### src/rtl/pc_seq_pkg.sv
// pc_seq_pkg: shared types, constants and target-address helpers for pc_sequencer.
//   next_sel_e    - next-PC source select
//   JUMP_BIT      - lowest PC bit kept from pc_plus4 on a J/JAL
//   branch_target - pc_plus4 + (sign-extended 16-bit offset << 2)
//   jump_target   - {pc_plus4[top:28], 26-bit index, 2'b00}
// Helpers work on a 64-bit wide address; callers truncate to ADDR_W (ADDR_W <= 64),
// which gives the required mod-2^ADDR_W result.
package pc_seq_pkg;

    typedef enum logic [1:0] {
        SEL_SEQ,
        SEL_BRANCH,
        SEL_JUMP,
        SEL_JR
    } next_sel_e;

    localparam int unsigned JUMP_BIT  = 28;
    localparam int unsigned PC_MAX_W  = 64;

    typedef logic [PC_MAX_W-1:0] wide_addr_t;

    function automatic wide_addr_t branch_target(input wide_addr_t pc_plus4,
                                                 input logic [15:0] imm);
        return pc_plus4 + {{(PC_MAX_W - 18){imm[15]}}, imm, 2'b00};
    endfunction

    function automatic wide_addr_t jump_target(input wide_addr_t pc_plus4,
                                               input logic [25:0] index);
        return {pc_plus4[PC_MAX_W-1:JUMP_BIT], index, 2'b00};
    endfunction

endpackage

### src/rtl/return_addr_stack.sv
// return_addr_stack: circular return-address stack with advisory compare.
//   clk, reset  - clock, synchronous active-high reset (clears pointer/count/flags only)
//   push        - write push_data at the top; overwrites the oldest entry when full
//   pop         - compare top entry with cmp_data and drop it; ignored when push wins? no:
//                 the caller never raises both, pop is checked first
//   push_data   - value to push (link address)
//   cmp_data    - value compared against the popped entry
//   hit         - registered pulse: popped entry equalled cmp_data
//   underflow   - registered pulse: pop while empty
//   overflow    - sticky: push while full, cleared only by reset
module return_addr_stack #(
    parameter int unsigned ADDR_W    = 32,
    parameter int unsigned RAS_DEPTH = 4
) (
    input  logic              clk,
    input  logic              reset,
    input  logic              push,
    input  logic              pop,
    input  logic [ADDR_W-1:0] push_data,
    input  logic [ADDR_W-1:0] cmp_data,
    output logic              hit,
    output logic              underflow,
    output logic              overflow
);

    localparam int unsigned PTR_W = $clog2(RAS_DEPTH);
    localparam int unsigned CNT_W = PTR_W + 1;

    logic [ADDR_W-1:0] mem [RAS_DEPTH];

    // ptr_q is the next write slot; the top of stack sits one below it.
    logic [PTR_W-1:0] ptr_q, ptr_d, top_idx;
    logic [CNT_W-1:0] count_q, count_d;
    logic             hit_q, hit_d;
    logic             underflow_q, underflow_d;
    logic             overflow_q, overflow_d;
    logic             full, empty;

    assign top_idx = ptr_q - PTR_W'(1);
    assign full    = (count_q == CNT_W'(RAS_DEPTH));
    assign empty   = (count_q == '0);

    always_comb begin
        ptr_d       = ptr_q;
        count_d     = count_q;
        hit_d       = 1'b0;
        underflow_d = 1'b0;
        overflow_d  = overflow_q;
        if (pop) begin
            if (empty) begin
                underflow_d = 1'b1;
            end else begin
                hit_d   = (mem[top_idx] == cmp_data);
                ptr_d   = top_idx;
                count_d = count_q - CNT_W'(1);
            end
        end else if (push) begin
            ptr_d = ptr_q + PTR_W'(1);
            if (full) begin
                overflow_d = 1'b1;
            end else begin
                count_d = count_q + CNT_W'(1);
            end
        end
    end

    always_ff @(posedge clk) begin
        if (reset) begin
            ptr_q       <= '0;
            count_q     <= '0;
            hit_q       <= 1'b0;
            underflow_q <= 1'b0;
            overflow_q  <= 1'b0;
        end else begin
            ptr_q       <= ptr_d;
            count_q     <= count_d;
            hit_q       <= hit_d;
            underflow_q <= underflow_d;
            overflow_q  <= overflow_d;
        end
    end

    // Storage is not reset; count/pointer alone define validity.
    always_ff @(posedge clk) begin
        if (push && !pop && !reset) begin
            mem[ptr_q] <= push_data;
        end
    end

    assign hit       = hit_q;
    assign underflow = underflow_q;
    assign overflow  = overflow_q;

endmodule

### src/rtl/pc_sequencer.sv
// pc_sequencer: registered MIPS program counter with branch/jump/JAL/JR selection
// and a return-address stack.
//   clk, reset      - clock, synchronous active-high reset (overrides stall and controls)
//   stall           - hold PC and RAS, ignore all controls
//   ins_offset      - instruction bits [25:0]
//   zero_alu        - ALU zero flag
//   con_beq/bneq    - conditional branch controls
//   con_jump/jal/jr - J, JAL (link + push), JR (pop + compare)
//   jr_target       - register value for JR
//   pc, pc_plus4    - current PC and its link value
//   ras_hit/ras_underflow/ras_overflow - RAS status (see return_addr_stack)
// Optional: define PCSEQ_ALIGN_TRAP_EN to redirect misaligned JR/branch targets to
// RESET_PC and expose the align_fault pulse output.
module pc_sequencer
    import pc_seq_pkg::*;
#(
    parameter int unsigned       ADDR_W    = 32,
    parameter logic [ADDR_W-1:0] RESET_PC  = '0,
    parameter int unsigned       RAS_DEPTH = 4
) (
    input  logic              clk,
    input  logic              reset,
    input  logic              stall,
    input  logic [25:0]       ins_offset,
    input  logic              zero_alu,
    input  logic              con_beq,
    input  logic              con_bneq,
    input  logic              con_jump,
    input  logic              con_jal,
    input  logic              con_jr,
    input  logic [ADDR_W-1:0] jr_target,
    output logic [ADDR_W-1:0] pc,
    output logic [ADDR_W-1:0] pc_plus4,
    output logic              ras_hit,
    output logic              ras_underflow,
    output logic              ras_overflow
`ifdef PCSEQ_ALIGN_TRAP_EN
    ,
    output logic              align_fault
`endif
);

    logic [ADDR_W-1:0] pc_q, pc_d;
    logic [ADDR_W-1:0] branch_tgt, jump_tgt, sel_tgt;
    logic              take_branch;
    logic              ras_push, ras_pop;
    next_sel_e         next_sel;

    assign pc_plus4 = pc_q + ADDR_W'(4);
    assign pc       = pc_q;

    assign branch_tgt  = ADDR_W'(branch_target(wide_addr_t'(pc_plus4), ins_offset[15:0]));
    assign jump_tgt    = ADDR_W'(jump_target(wide_addr_t'(pc_plus4), ins_offset));
    assign take_branch = (con_beq & zero_alu) | (con_bneq & ~zero_alu);

    always_comb begin
        next_sel = SEL_SEQ;
        if (con_jr) begin
            next_sel = SEL_JR;
        end else if (con_jump || con_jal) begin
            next_sel = SEL_JUMP;
        end else if (take_branch) begin
            next_sel = SEL_BRANCH;
        end
    end

    always_comb begin
        sel_tgt = pc_plus4;
        unique case (next_sel)
            SEL_JR:     sel_tgt = jr_target;
            SEL_JUMP:   sel_tgt = jump_tgt;
            SEL_BRANCH: sel_tgt = branch_tgt;
            default:    sel_tgt = pc_plus4;
        endcase
    end

`ifdef PCSEQ_ALIGN_TRAP_EN
    logic misaligned;
    logic align_fault_q;

    assign misaligned = ((next_sel == SEL_JR) || (next_sel == SEL_BRANCH)) &&
                        (sel_tgt[1:0] != 2'b00);
    assign pc_d       = misaligned ? RESET_PC : sel_tgt;
    // A faulting JR leaves the stack untouched.
    assign ras_pop    = ~stall & con_jr & ~misaligned;

    always_ff @(posedge clk) begin
        if (reset) begin
            align_fault_q <= 1'b0;
        end else begin
            align_fault_q <= ~stall & misaligned;
        end
    end

    assign align_fault = align_fault_q;
`else
    assign pc_d    = sel_tgt;
    assign ras_pop = ~stall & con_jr;
`endif

    // JR wins over JAL: only the pop happens.
    assign ras_push = ~stall & con_jal & ~con_jr;

    always_ff @(posedge clk) begin
        if (reset) begin
            pc_q <= RESET_PC;
        end else if (!stall) begin
            pc_q <= pc_d;
        end
    end

    return_addr_stack #(
        .ADDR_W    (ADDR_W),
        .RAS_DEPTH (RAS_DEPTH)
    ) u_ras (
        .clk       (clk),
        .reset     (reset),
        .push      (ras_push),
        .pop       (ras_pop),
        .push_data (pc_plus4),
        .cmp_data  (jr_target),
        .hit       (ras_hit),
        .underflow (ras_underflow),
        .overflow  (ras_overflow)
    );

endmodule

### config.mk
export PLATFORM = sky130hd
export DESIGN_NAME = pc_sequencer
export DESIGN_NICKNAME = d
export VERILOG_FILES = /design/src/rtl/pc_seq_pkg.sv /design/src/rtl/return_addr_stack.sv /design/src/rtl/pc_sequencer.sv
export SDC_FILE = /design/constraint.sdc
export NUM_CORES = 1
export LEC_CHECK = 0
export ABC_AREA = 1
export CAP_MARGIN = 0
export CORE_MARGIN = 3
export CORE_UTILIZATION = 46
export CTS_CLUSTER_SIZE = 25
export DETAILED_ROUTE_END_ITERATION = 6
export PLACE_DENSITY_LB_ADDON = 0.08
export SYNTH_ARGS = -nofsm -noshare
export SYNTH_HDL_FRONTEND = slang
export SYNTH_HIERARCHICAL = 1
export SYNTH_SLANG_ARGS = --single-unit
export TNS_END_PERCENT = 1
### constraint.sdc
create_clock -name clk -period 3 [get_ports clk]
set_input_delay 0.45 -clock clk [delete_from_list [all_inputs] [get_ports clk]]
set_output_delay 0.45 -clock clk [all_outputs]
set_load 0.02 [all_outputs]
==> impl_metrics.ini <==
[flow_run]
timing.max_cap.violations = 0

[critical_path]
worstPathCellList = buf_4, inv_2, nor2_4, nand2_4, nor2_8, inv_2, nor3_4, xnor2_2, inv_2, ha_4, nand2_1, nor2_2, inv_1, o21ai_0, buf_4, inv_1, nand2_1, nand2_1, nand3_1, nand2_1, nand2_1, a21oi_1
crit_path_start_kind = flip-flop
worst_ep_arrival_time_ns = 3.38
cp_common_cell = nand2_1
worst-path-max-fanout = 3
worst-setup-path-type = reg -> reg
timing.critical_path.slowest_stage_cell = dfxtp_2
cp.required_ns = 3.32
timing.critical_path.to_type = flip-flop
cp_slowest_stage_delay_ns = 0.36

[floorplan]
io-pin-count = 134
initial_util_pct = 47.1
fp.dieW_um = 159
die-area_mm2 = 0.0253
fp.dieH_um = 159
placementRows = 55
design.core.area_mm2 = 0.0228

[global_route]
gr-usage-all-layers_pct = 31.5
grt_overflow_total = 0
grt_pass1_wl_um = 60600
first_global_vias = 10323
grt_max_degree = 68
initial_antenna_violation_count = 0

[power]
power.sequential.fraction_pct = 37.1
peakVddDrop_v = 0.000347
power_density_mw_per_mm2 = 462
internal_power_mw = 4.65
switching_share_of_total_power_pct = 34.2
power.total_mw = 7.06
netSwitchingPower_mw = 2.41
power_frac_comb_pct = 31.2
static-leakage-power_nw = 6.93
power_frac_clock_pct = 31.7

[sta]
final_period_minus_worst_setup_slack_ns = 3.07
min_period_over_period_pct = 102
fmax_ghz = 0.326
slew_violations = 0
layout_setup_ws_ns = -0.0651
finalClockSkew_ns = 0.0255
unrepaired_setup_endpoints_after_global_routing = yes
tightest_slew_ns = 0.745
final.hold.worst_slack_ns = 0.481
finalSetupViolations = 10
hold_viol = 0
max-slew-margin-rel_pct = 50.3

[clock_tree]
cts-hold-fix-buffers = 0
buffers_from_clock_root_to_sink_at_most = 2
h_tree_depth = 4
clock_tree.root_cell = clkbuf_16
cts_tree = built
clkLatencyLatePin_ns = 0.44
clkSinkCount = 168
path_clk_slew_ns = 0.08
cts_buffers = 17

[cells_and_area]
areaGrowthSynthToFinish_pct = 42.0
num_antenna_cells = 0
final_design_instance_area_without_fill_mm2 = 0.0153
final_layout_size_suffix_gt1_share_pct = 25.1
fillerInstances = 1983
finalNetCount = 1846

[route]
ant_nets = 0
iteration_0_drc_markers = 910
routed-via-count = 11054
detail_route.wirelength_um = 41300
via_per_inst = 5.35
drt-pass1-iter-count = 5
drc_errors = 0
wire_per_inst_um = 20.0

[synthesis]
ys.warnings.count = 6
synthMostInstantiatedCell = nand2_1
dominantRegCellSynth = edfxtp_1
distinct_cells_synth = 52
synthesis.nets = 1526
synth_area_per_cell_um2 = 7.59
synth_area_mm2 = 0.0108
post-synth-top-area-cell = edfxtp_1
yosysSeqAreaShare_pct = 43.1
synth.area.top_cells = edfxtp_1, nand2_1, dfxtp_1
syn_inst = 1419
synth_register_bits = 168
synthArstFlopShare_pct = 0
number_of_synthesized_flops_with_an_enable_pin = 128
post_synth_most_frequent_cells = nand2_1, inv_1, edfxtp_1, nand3_1, nor2_1
synth_largest_type_area_fraction_pct = 35.7

[hold_path]
hp_class = reg -> reg

[placement]
place.detailed.hpwl_um = 31100
routabilityCongestion = 1.00
numPortBuffers = 133
placement.cell_area_mm2 = 0.0139

[outcome]
violations = setup timing
outcome = finished, violations left
[layout by cell type, fill, tap and decap left out, types with 9 or more instances in the layout]
| cell type | count |
|---|---|
| a21oi_1 | 52 |
| a21oi_2 | 20 |
| a221oi_1 | 9 |
| buf_4 | 199 |
| clkbuf_16 | 17 |
| clkdlybuf4s50_1 | 112 |
| dfxtp_1 | 26 |
| dfxtp_2 | 13 |
| dlygate4sd2_1 | 11 |
| edfxtp_1 | 128 |
| ha_1 | 21 |
| ha_4 | 14 |
| inv_1 | 148 |
| inv_2 | 14 |
| nand2_1 | 462 |
| nand2_2 | 36 |
| nand3_1 | 116 |
| nand3b_1 | 24 |
| nand4_1 | 19 |
| nor2_1 | 66 |
| nor2_2 | 21 |
| nor2_4 | 19 |
| o21ai_0 | 42 |
| o21ai_1 | 13 |
| xor2_1 | 19 |
[worst max-delay path, delay by kind of cell (launching register included)]
kind / cells / cell delay (ns)
buffers and inverters: 7 / 0.62
xor gates and xnor gates: 1 / 0.16
and+or+nand+nor: 11 / 1.24
AOI/OAI and AO/OA: 2 / 0.28
adders and majority gates: 1 / 0.29
DFF: 1 / 0.36
[final cells by class]
cell class                 instances  area [um^2]  share of cell area, %
clock buffer                      18          429                   2.81
sequential                       168         4660                   30.5
multi-input combinational       1046         6030                   39.5
clock inverter                    14          156                   1.02
inverter                         163          614                   4.02
tap                              313          392                   2.56
timing repair buffer             343         3000                   19.6
[routing by layer]
| metal | routed length (um) | GRT usage [%] | up-vias | part of all wire (%) |
|---|---|---|---|---|
| met2 | 19700 | 52.6 | 474 | 48 |
| met5 | 0 | 0 | - | 0 |
| li1 | - | - | 5307 | - |
| met3 | 3100 | 4.53 | 62 | 7.5 |
| met1 | 17200 | 42.3 | 5211 | 42 |
| met4 | 1290 | 10.4 | 0 | 3.1 |
[kinds of logic after synthesis]
group                      Yosys count  synth area share (%)
DFF                                168                  43.1
buffers and inverters              205                  7.98
AOI/OAI and AO/OA                  167                  8.85
xor gates and xnor gates            32                  2.60
adders and majority gates           40                  4.79
and+or+nand+nor                    807                  32.6
[state kept, by name (all words and copies together), names as in the netlist]
| name | cells |
|---|---|
| u_ras/overflow | 1 |
| u_ras/count_q | 3 |
| u_ras/mem | 128 |
| u_ras/hit | 1 |
| pc | 32 |
| u_ras/ptr_q | 2 |
| u_ras/underflow | 1 |
[power groups by stage]
| stage | combinational (mW) | sequential, mW | clock (mW) |
|---|---|---|---|
| after global routing | 2.38 | 2.62 | 2.36 |
| after global placement | 1.99 | 2.66 | 0 |
| after CTS | 2.04 | 2.61 | 2.24 |
| after detailed placement | 2.00 | 2.66 | 0 |
| after floorplan | 1.01 | 2.71 | 0 |
| final | 2.20 | 2.62 | 2.24 |
[path summary, 6_finish.rpt]
kind | from | endpoint | slack, ns | cells after the start
setup / recovery | pc[2]$_SDFFE_PP0N_ | pc[20]$_SDFFE_PP0N_ | -0.07 | 22
hold / removal | u_ras/overflow$_SDFFE_PP0P_ | u_ras/overflow$_SDFFE_PP0P_ | 0.48 | 2
setup reg to reg | pc[2]$_SDFFE_PP0N_ | pc[20]$_SDFFE_PP0N_ | -0.07 | 22
hold reg to reg | u_ras/overflow$_SDFFE_PP0P_ | u_ras/overflow$_SDFFE_PP0P_ | 0.48 | 2
[timing repair]
item	in CTS	in global routing
gates resized for setup	58	157
setup buffers	0	11
setup endpoints to repair	43	40
pin swaps	1	44
cloned	0	0
[per-stage QoR]
step           setup TNS (ns)  worst slack, ns  std cells  util [%]
2_1_floorplan               0           0.0304       1419         -
3_3_place_gp            -3.11           -0.250       2022      60.8
3_5_place_dp            -3.28           -0.279       2022      60.8
4_1_cts                 -1.69           -0.183       2054      64.1
5_1_grt                 -3.07           -0.227       2065      66.9
6_report               -0.343          -0.0651       2065      66.9
Note: power is estimated with default switching activity, not from simulation.
